File: src/rtl/comp_serial_unit.sv
// Multi-cycle magnitude comparator: scans captured operands CHUNK bits per cycle,
// MSB first, stopping at the first differing chunk. Registered eq/lt/gt plus legacy z.
module comp_serial_unit #(
  parameter int WIDTH = 8,
  parameter int CHUNK = 2
) (
  input  logic             Clk,
  input  logic             Rst_n,
  input  logic             start,
  input  logic             signed_mode,
  input  logic [WIDTH-1:0] R1,
  input  logic [WIDTH-1:0] R2,
  output logic             busy,
  output logic             done,
  output logic             eq,
  output logic             lt,
  output logic             gt,
  output logic             z
);

  localparam int NCH  = WIDTH / CHUNK;
  localparam int IDXW = (NCH > 1) ? $clog2(NCH) : 1;
  localparam logic [IDXW-1:0] LAST_IDX = IDXW'(NCH - 1);

  typedef enum logic {IDLE, SCAN} state_t;

  state_t           state_q, state_d;
  logic [IDXW-1:0]  idx_q, idx_d;
  logic [WIDTH-1:0] a_q, a_d;
  logic [WIDTH-1:0] b_q, b_d;
  logic             smode_q, smode_d;
  logic             done_q, done_d;
  logic             eq_q, eq_d;
  logic             lt_q, lt_d;
  logic             gt_q, gt_d;

  logic [CHUNK-1:0] chunk_a, chunk_b;
  logic             sign_split;

  // Chunk idx counted from the MSB end; a right shift keeps the select lint-clean.
  function automatic logic [CHUNK-1:0] get_chunk(input logic [WIDTH-1:0] v,
                                                 input logic [IDXW-1:0]  idx);
    logic [31:0] sh;
    sh = 32'(WIDTH - CHUNK) - 32'(idx) * 32'(CHUNK);
    return CHUNK'(v >> sh);
  endfunction

  assign chunk_a    = get_chunk(a_q, idx_q);
  assign chunk_b    = get_chunk(b_q, idx_q);
  assign sign_split = smode_q && (idx_q == '0) && (a_q[WIDTH-1] != b_q[WIDTH-1]);

  always_ff @(posedge Clk or negedge Rst_n) begin
    if (!Rst_n) begin
      state_q <= IDLE;
      idx_q   <= '0;
      a_q     <= '0;
      b_q     <= '0;
      smode_q <= 1'b0;
      done_q  <= 1'b0;
      eq_q    <= 1'b0;
      lt_q    <= 1'b0;
      gt_q    <= 1'b0;
    end else begin
      state_q <= state_d;
      idx_q   <= idx_d;
      a_q     <= a_d;
      b_q     <= b_d;
      smode_q <= smode_d;
      done_q  <= done_d;
      eq_q    <= eq_d;
      lt_q    <= lt_d;
      gt_q    <= gt_d;
    end
  end

  always_comb begin
    state_d = state_q;
    idx_d   = idx_q;
    a_d     = a_q;
    b_d     = b_q;
    smode_d = smode_q;
    done_d  = 1'b0;
    eq_d    = eq_q;
    lt_d    = lt_q;
    gt_d    = gt_q;
    unique case (state_q)
      IDLE: begin
        if (start) begin
          a_d     = R1;
          b_d     = R2;
          smode_d = signed_mode;
          idx_d   = '0;
          state_d = SCAN;
        end
      end
      SCAN: begin
        // With equal sign bits, unsigned chunk order is also the signed order.
        if (sign_split) begin
          eq_d    = 1'b0;
          lt_d    = a_q[WIDTH-1];
          gt_d    = ~a_q[WIDTH-1];
          done_d  = 1'b1;
          state_d = IDLE;
        end else if (chunk_a != chunk_b) begin
          eq_d    = 1'b0;
          lt_d    = (chunk_a < chunk_b);
          gt_d    = (chunk_a > chunk_b);
          done_d  = 1'b1;
          state_d = IDLE;
        end else if (idx_q == LAST_IDX) begin
          eq_d    = 1'b1;
          lt_d    = 1'b0;
          gt_d    = 1'b0;
          done_d  = 1'b1;
          state_d = IDLE;
        end else begin
          idx_d = idx_q + IDXW'(1);
        end
      end
      default: state_d = IDLE;
    endcase
  end

  assign busy = (state_q == SCAN);
  assign done = done_q;
  assign eq   = eq_q;
  assign lt   = lt_q;
  assign gt   = gt_q;
  assign z    = eq_q;

endmodule

File: config.mk
export PLATFORM = sky130hd
export DESIGN_NAME = comp_serial_unit
export DESIGN_NICKNAME = d
export VERILOG_FILES = /design/src/rtl/comp_serial_unit.sv
export SDC_FILE = /design/constraint.sdc
export NUM_CORES = 1
export LEC_CHECK = 0
export ABC_AREA = 1
export ABC_CLOCK_PERIOD_IN_PS = 1600
export CORE_MARGIN = 2
export CORE_UTILIZATION = 30
export CTS_CLUSTER_DIAMETER = 150
export CTS_CLUSTER_SIZE = 20
export DETAILED_ROUTE_END_ITERATION = 8
export PLACE_DENSITY = 0.59
export SYNTH_ARGS = -nofsm -noshare
export SYNTH_HDL_FRONTEND = slang
export SYNTH_SLANG_ARGS = --single-unit
File: constraint.sdc
create_clock -name Clk -period 1.6 [get_ports Clk]
set_input_delay 0.4 -clock Clk [delete_from_list [all_inputs] [get_ports Clk]]
set_output_delay 0.4 -clock Clk [all_outputs]
set_load 0.1 [all_outputs]
-- Yosys cells after proc, flatten, opt, wreduce, memory -nomap -nowiden
Cells that the tools add are included.
- logic and storage cells: 53
- flip-flop bits (word level): 24
- input bits: 20
- output and inout port bits: 6
- bitwise operators: 2
- reductions and logical operators: 7
- magnitude comparators: 2
- mux-type cells: 22
- $add $sub $neg: 2
- shift operators: 2
- eq/ne operators: 7
- operator list (cell ; count):
    right shift 8 x 32 -> 2 bit ; 2
    2-to-1 mux 1 bit ; 16
    2-to-1 mux 2 bit ; 4
    inequality test 2 bit (second input constant) ; 4
    one-hot mux 2 bit (2 select lines) ; 1
    AND reduction 2 bit ; 2
    AND reduction 4 bit ; 1
    subtractor 3 x 3 -> 4 bit (first input constant) ; 1
    nonzero test 3 bit ; 1
    adder 2 x 1 -> 2 bit (second input constant) ; 1
    == test 2 bit (second input constant) ; 1
    > comparator 2 bit ; 1
    logical AND 1 bit ; 2
    zero test 2 bit ; 1
    less-than comparator 2 bit ; 1
    inequality test 2 bit ; 1
    inverter 1 bit ; 2
    one-hot mux 1 bit (2 select lines) ; 1
    inequality test 1 bit ; 1

-- Longest topological paths before layout
Gate-level depths: netlist (run 1).
- depth in word-level cells: 6
- mapped depth: 12
- mapped depth without buffers: 12

-- Least setup slack after synthesis (run 1)
Ideal clock, no wire load.
- path kind: register to register
- from: register state_q, in the netlist busy
- to: register a_q[0]
- cell stages (with the launch flop): 6
- period minus slack after synthesis: 1835 ps
- buffers on the path: 2
- slack: -235 ps
- data arrival time: 1710 ps
- required time: 1475 ps
- setup time: 125 ps
- path through: dfrtp_1 buf_6 inv_6 nand2_4 buf_6 mux2_4
- word-level cells in the longest chain between the ends: 2
- ends and longest elaborated chain (item ; RTL line ; text):
    start, declared ; 27 ; state_t state_q, state_d;
    start signal, assigned ; 64 ; state_q <= state_d;
    inverter 1 bit (no line) ; - ;
    AND reduction 2 bit (no line) ; - ;
    end signal, assigned ; 56 ; a_q <= '0;
    end signal, assigned ; 66 ; a_q <= a_d;
    end, declared ; 29 ; logic [WIDTH-1:0] a_q, a_d;
Every way passes these cells.
A chain may end at the register's enable or synchronous reset.

-- Worst setup path in the final report (run 1)
- from: register idx_q[0]
- to: register lt_q, in the netlist lt
- word-level cells in the longest chain between the ends: 5
- elaborated cells on any way between the ends: 13
- those cells by class: add/sub: 1; order compare: 1; eq/ne: 2; shift: 2; mux: 2; reduce/logical: 5
- ends and longest elaborated chain (item ; RTL line ; text):
    start, declared ; 28 ; logic [IDXW-1:0] idx_q, idx_d;
    start signal, assigned ; 65 ; idx_q <= idx_d;
    subtractor 3 x 3 -> 4 bit / zero test 2 bit (equally long branches) ; 44, 50 ;
    right shift 8 x 32 -> 2 bit / logical AND 1 bit (equally long branches) ; 45, 50 ;
    less-than comparator 2 bit (tied with other cells) ; 106 ; lt_d = (chunk_a < chunk_b);
    2-to-1 mux 1 bit / nonzero test 3 bit (equally long branches) ; - ;
    2-to-1 mux 1 bit / AND reduction 2 bit (equally long branches) ; - ;
    end signal, assigned ; 71 ; lt_q <= lt_d;
    end, declared ; 34 ; logic lt_q, lt_d;
Several ways; a longest one is shown, not always the timed one.

==> results.cfg, run 1 <==
[worst_setup_path]
path_max_fanout = 7
r2r_cells = 12
worst_ep_required_time_ns = 1.81
start_kind = flip-flop
crit_buf_inv = 1
cpMaxStageDelayCell = dfrtp_2
crit_arrival_ns = 1.95
r2r_start = idx_q[0]$_DFFE_PN0P_
path_cells = buf_6, o21ai_2, nor2_1, a21oi_2, ha_4, nand2_2, nand2_1, nor2_1, nand2_1, nand2_1, nand2_1, nand2_1
critPathLaunch = idx_q[0]$_DFFE_PN0P_
r2r-end = lt$_DFFE_PN0P_
worstSetupPathDepth = 12
path_common_cell = nand2_1
endpoint = lt$_DFFE_PN0P_
cpPeakStageDelay_ns = 0.45
critPathKind = reg2reg
end_kind = flip-flop
setup.reg_to_reg.worst_slack_ns = -0.14
cpLargestDelayFamily = simple AND/OR/NAND/NOR gates

[detailed_routing]
drc_errors = 0
dr_total_vias = 1035
dr.pass1.iters = 4
routed_wirelength_um = 2920
first_iter_violations = 23
postRouteAntennaNets = 0
wl_per_cell_um = 13.8
via_per_inst = 4.88

[clock_network]
post_cts_buffers = 0
clockRootBuffer = clkbuf_8
clockBufferDepth = 2
hold_buffers = 0
cts_buffers = 3
clock-sinks = 24
cts_tree = yes
cts.htree.levels = 1
clk_pin_slew_ns = 0.09
insertion_delay_ns = 0.27

[synth]
synth_edf_count = 0
syn_avg_cell_area_um2 = 10.1
yosysWarnings = 0
synth-seq-cells = 24
syn_area_mm2 = 0.00128
synthArstFlopShare_pct = 100
synth_cell_types = 22
netlist.area_leader.share_pct = 47.0
seq_area_frac_synth_pct = 47.0
synthTopCellsByArea = dfrtp_1 47%, mux2_4 15%, nand2_1 7.9%
yosys.area.top_type = dfrtp_1
synth-main-ff-cell = dfrtp_1
netlist_instances = 127
syn-num-nets = 151
synthTopCellsByCount = 27 x nand2_1, 24 x dfrtp_1, 13 x mux2_4, 13 x nor2_1, 8 x inv_1
synth.most_common_cell = nand2_1

[floorplanning]
die_area_mm2 = 0.00480
die_h_um = 69.3
coreArea_mm2 = 0.00406
fp.dieW_um = 69.3
start_util_pct = 31.5
io_pins = 26
rows = 23

[finish]
area_growth_pct = 47.1
drive_gt1_share_pct = 38.3
fin_nets = 187
final_cells = 212
num_antenna_cells = 0
final_area_mm2 = 0.00188

[timing]
setup_viol = 6
slew_headroom_pct = 79.2
holdWs_ns = 0.472
setup_ws_ns = -0.139
period_needed_ns = 1.74
worst_pin_slew_ns = 0.311
hold_viol = 0
fin_skew_ns = 0.00348
drv_slew = 0
fin_crit_sh_pct = 109
fmaxAchievable_ghz = 0.575
rsz0062_at_grt = true

[global_routing]
grtUsageTotal_pct = 12.8
grt_pass1_wl_um = 4990
overflow = 0
grt_max_degree = 25
grt_pass1_vias = 1109
grt_antenna_before_repair = 0

[place]
gp_congestion = 0.911
port_buffers = 25
place_area_mm2 = 0.00171
placed_cells = 208
dp_slack_ns = -0.236
hpwlAfterDp_um = 2080

[pwr]
ir_drop_mv = 1.05
leakagePower_nw = 0.874
power_density_mw_per_mm2 = 2430

[status]
violations = setup timing
status = finished, violations left

[min_path]
hp-class = in2async

[job]
cap_violations = 0
what timing repair did:
item,CTS,global route
hold endpoints to repair,0,0
endpoints found under the setup margin,7,7
resized for setup,17,9
pin swaps,6,4
cell families after synthesis:
group	Yosys count	share of synthesized area, %
multiplexers	15	17.0
AND/OR/NAND/NOR	51	17.2
buffers and inverters	15	6.95
adder cells (fa/ha/maj)	4	3.91
AO/OA/AOI/OAI	18	7.93
flip-flops	24	47.0
final cells by class:
class / count / area (µm²)
Clock buffer: 3 / 41.3
Clock inverter: 1 / 30.0
Fill cell: 345 / 2180
Inverter: 10 / 45.0
Multi-Input combinational cell: 88 / 701
Sequential cell: 24 / 604
Tap cell: 50 / 62.6
Timing Repair Buffer: 36 / 397
report_power, final:
part           internal, mW  switching (mW)  total (mW)
sequential            0.889           0.274        1.16
combinational          1.27            1.61        2.88
clock                 0.335           0.200       0.535
registers in the layout, indices dropped and copies added (netlist names):
name / cells
a_q: 8
b_q: 8
idx_q: 2
busy: 1
done: 1
eq: 1
gt: 1
lt: 1
smode_q: 1
how the worst min path moves through the flow:
stage / end / depth (start not counted) / slack (ns)
2_1_floorplan: a_q[0]$_DFFE_PN0P_ / 0 / 0.10
3_3_place_gp: a_q[5]$_DFFE_PN0P_ / 1 / 0.50
3_5_place_dp: b_q[0]$_DFFE_PN0P_ / 1 / 0.50
4_1_cts: b_q[6]$_DFFE_PN0P_ / 2 / 0.49
5_1_grt: b_q[6]$_DFFE_PN0P_ / 2 / 0.51
6_report: b_q[6]$_DFFE_PN0P_ / 2 / 0.47
layer usage:
layer | up-vias | global-route usage [%] | part of all wire [%]
li1 | 494 | - | -
met1 | 514 | 14.5 | 39
met2 | 21 | 23.7 | 56
met3 | 6 | 2.18 | 2.5
met4 | 0 | 5.01 | 1.9
met5 | - | 0 | 0
metrics by stage:
step	util, %	power (mW)	setup TNS, ns
after detailed placement	42.1	3.57	-1.21
after floorplan	-	2.87	0
final	46.3	4.58	-0.598
after CTS	45.1	4.33	-0.508
after global routing	46.3	4.88	-1.22
after global placement	42.1	3.51	-0.443
layout by cell type (no fill, tap or decap), drive strengths merged:
cell type	instances
nand3	7
clkbuf	3
o21ai	7
nand2	28
a32o	1
o22ai	2
bufinv	1
dfrtp	24
ha	4
clkdlybuf4s50	19
a21oi	8
inv	10
nor2	13
nand4	2
mux2	15
buf	17
or2	1
Power figures use the tool's default switching activity.
==> inputs of run 2 (changes only) <==
HOLD_SLACK_MARGIN = 0.05   (was not set)
==> results of run 2 <==
Final layout, timing and power as in run 1 (identical DEF).
==> inputs of run 3 (changes only) <==
ABC_AREA = 0   (was 1)
PLACE_DENSITY = 0.6   (was 0.59)
==> results.cfg, run 3 <==
[status]
status = finished, violations left
violations = setup timing

[worst_setup_path]
worst_ep_required_time_ns = 1.76
crit_buf_inv = 0
setup.reg_to_reg.worst_slack_ns = -0.56
cpLargestDelayFamily = multiplexers
r2r_start = idx_q[0]$_DFFE_PN0P_
critPathLaunch = idx_q[0]$_DFFE_PN0P_
r2r-end = idx_q[1]$_DFFE_PN0P_
r2r_cells = 5
start_kind = flip-flop
path_cells = mux4_2, ha_4, nand3b_1, a311o_2, mux2_4
cpMaxStageDelayCell = mux4_2
cpPeakStageDelay_ns = 0.55
path_max_fanout = 5
end_kind = flip-flop
crit_arrival_ns = 2.32
critPathKind = reg2reg

[finish]
final_cell_mix = 21 x dfrtp_1, 19 x clkdlybuf4s50_1, 16 x buf_4
drive_gt1_share_pct = 47.7
num_antenna_cells = 0
largestRegisters = a_q (8), b_q (8), idx_q (2)
area_growth_pct = 51.1
final_cells = 176
fillers = 362
fin_util_pct = 48.4
fin_nets = 153
final_common_cell = dfrtp_1

[detailed_routing]
dr_total_vias = 840
postRouteAntennaNets = 0
first_iter_violations = 15
dr.pass1.iters = 3
routed_wirelength_um = 2420
wl_per_cell_um = 13.7
via_per_inst = 4.77
drc_errors = 0

[timing]
fmaxAchievable_ghz = 0.464
drv_slew = 0
slew_headroom_pct = 79.7
fin_skew_ns = 0.00465
rsz0062_at_grt = true
fin_crit_sh_pct = 135
setup_viol = 7
worst_pin_slew_ns = 0.305
finalSetupTns_ns = -3.07
period_needed_ns = 2.16
setup_ws_ns = -0.556
hold_viol = 0

[global_routing]
grt_pass1_vias = 918
grt_antenna_before_repair = 0
grt_max_degree = 25
overflow = 0
grtUsageTotal_pct = 12.6
grt_pass1_wl_um = 4200

[clock_network]
clock-sinks = 24
cts_tree = yes
insertion_delay_ns = 0.27
cts_buffers = 3
cts.htree.levels = 1
clockBufferDepth = 2
clockRootBuffer = clkbuf_8
hold_buffers = 0
clk_pin_slew_ns = 0.08

[synth]
synthTopCellsByCount = 24 x dfrtp_1, 17 x mux2_2, 6 x inv_1
syn_avg_cell_area_um2 = 13.8
syn-num-nets = 111
synth.most_common_cell = dfrtp_1
yosys.area.top_type = dfrtp_1
synth-main-ff-cell = dfrtp_1
synthTopCellsByArea = dfrtp_1 50%, mux2_2 16%, mux4_2 5.6%
synth_edf_count = 0
synth-seq-cells = 24
netlist_instances = 87
syn_area_mm2 = 0.00120
synthArstFlopShare_pct = 100
synth_cell_types = 31
netlist.area_leader.share_pct = 50.1
seq_area_frac_synth_pct = 50.1
yosysWarnings = 0

[min_path]
hp-class = in2async

[pwr]
leakagePower_nw = 0.777
ir_drop_mv = 1.14
finalPower_mw = 4.27
power_density_mw_per_mm2 = 2350

[place]
port_buffers = 25
placed_cells = 170
hpwlAfterDp_um = 1740
gp_congestion = 0.765

[floorplanning]
io_pins = 26
rows = 22
die_area_mm2 = 0.00452
fp.dieW_um = 67.2
coreArea_mm2 = 0.00374
start_util_pct = 32.1
die_h_um = 67.2

[job]
cap_violations = 0
[run 3: cell types whose count changed in the layout (fill, tap and decap cells not counted), sizes merged, moves of 3 or more]
| cell | previous run | this run |
|---|---|---|
| a21oi | 8 | 2 |
| nand2 | 28 | 2 |
| nor2 | 13 | 1 |
| o21ai | 7 | 1 |
| nand3 | 7 | 0 |
| inv | 10 | 6 |
| mux2 | 15 | 18 |
| mux4 | 0 | 4 |
| buf | 17 | 23 |
[run 3: how the worst max path moves through the flow]
| stage | depth (start not counted) | to | slack (ns) |
|---|---|---|---|
| after floorplan | 6 | idx_q[1]$_DFFE_PN0P_ | -0.57 |
| after global placement | 5 | idx_q[1]$_DFFE_PN0P_ | -0.62 |
| final | 5 | idx_q[1]$_DFFE_PN0P_ | -0.56 |
| after detailed placement | 5 | idx_q[1]$_DFFE_PN0P_ | -0.66 |
| after CTS | 5 | idx_q[1]$_DFFE_PN0P_ | -0.55 |
| after global routing | 5 | idx_q[1]$_DFFE_PN0P_ | -0.63 |
[run 3: area by class of cell]
cell class	count	area, µm²	share of cell area [%]
repair buffers	42	450	24.8
clock buffers	4	55.1	3.04
well taps	48	60.1	3.31
multi-input cells	52	618	34.1
inverters	6	22.5	1.24
flip-flops and latches	24	607	33.5
[run 3: metrics by stage]
| stage | setup slack [ns] | hold WS [ns] | cell area (µm²) |
|---|---|---|---|
| 2_1_floorplan | -0.570 | 0.104 | 1260 |
| 3_3_place_gp | -0.622 | 0.496 | 1700 |
| 3_5_place_dp | -0.662 | 0.495 | 1700 |
| 4_1_cts | -0.548 | 0.486 | 1790 |
| 5_1_grt | -0.632 | 0.497 | 1810 |
| 6_report | -0.556 | 0.478 | 1810 |
[run 3: kinds of logic (layout without fill, tap and decap cells)]
family | Yosys count | in the layout | share of synthesized area, %
DFF | 24 | 24 | 50.1
muxes | 22 | 22 | 25.0
AOI/OAI and AO/OA | 13 | 13 | 8.34
and+or+nand+nor | 11 | 11 | 5.84
buffers and inverters | 11 | 52 | 5.11
adders and majority gates | 4 | 4 | 4.17
xor gates and xnor gates | 2 | 2 | 1.46
[run 3: per-layer routing]
metal | vias to the layer above | routed length [µm] | track usage (%) | part of all wire, %
met2 | 22 | 1220 | 21.4 | 50
met5 | - | 0 | 0 | 0
met3 | 6 | 112 | 3.50 | 4.6
met1 | 407 | 1040 | 15.5 | 43
met4 | 0 | 43 | 3.83 | 1.8
li1 | 405 | - | - | -
[run 3: repair_timing]
action	4_1_cts	5_1_grt
resized for setup	4	2
setup buffers	2	0
pin swaps	1	0
endpoints found under the setup margin	7	7
hold endpoints to repair	0	0
[run 3: worst reg2reg max path, cell delays in order, from the launching register on]
cell and delay [ns]:
dfrtp_2 0.45, mux4_2 0.55, ha_4 0.29, nand3b_1 0.11, a311o_2 0.35, mux2_4 0.30
[run 3: where the power goes]
part | internal, mW | switching (mW)
Combinational | 1.43 | 1.26
Clock | 0.220 | 0.195
Sequential | 0.899 | 0.258
Total | 2.55 | 1.72
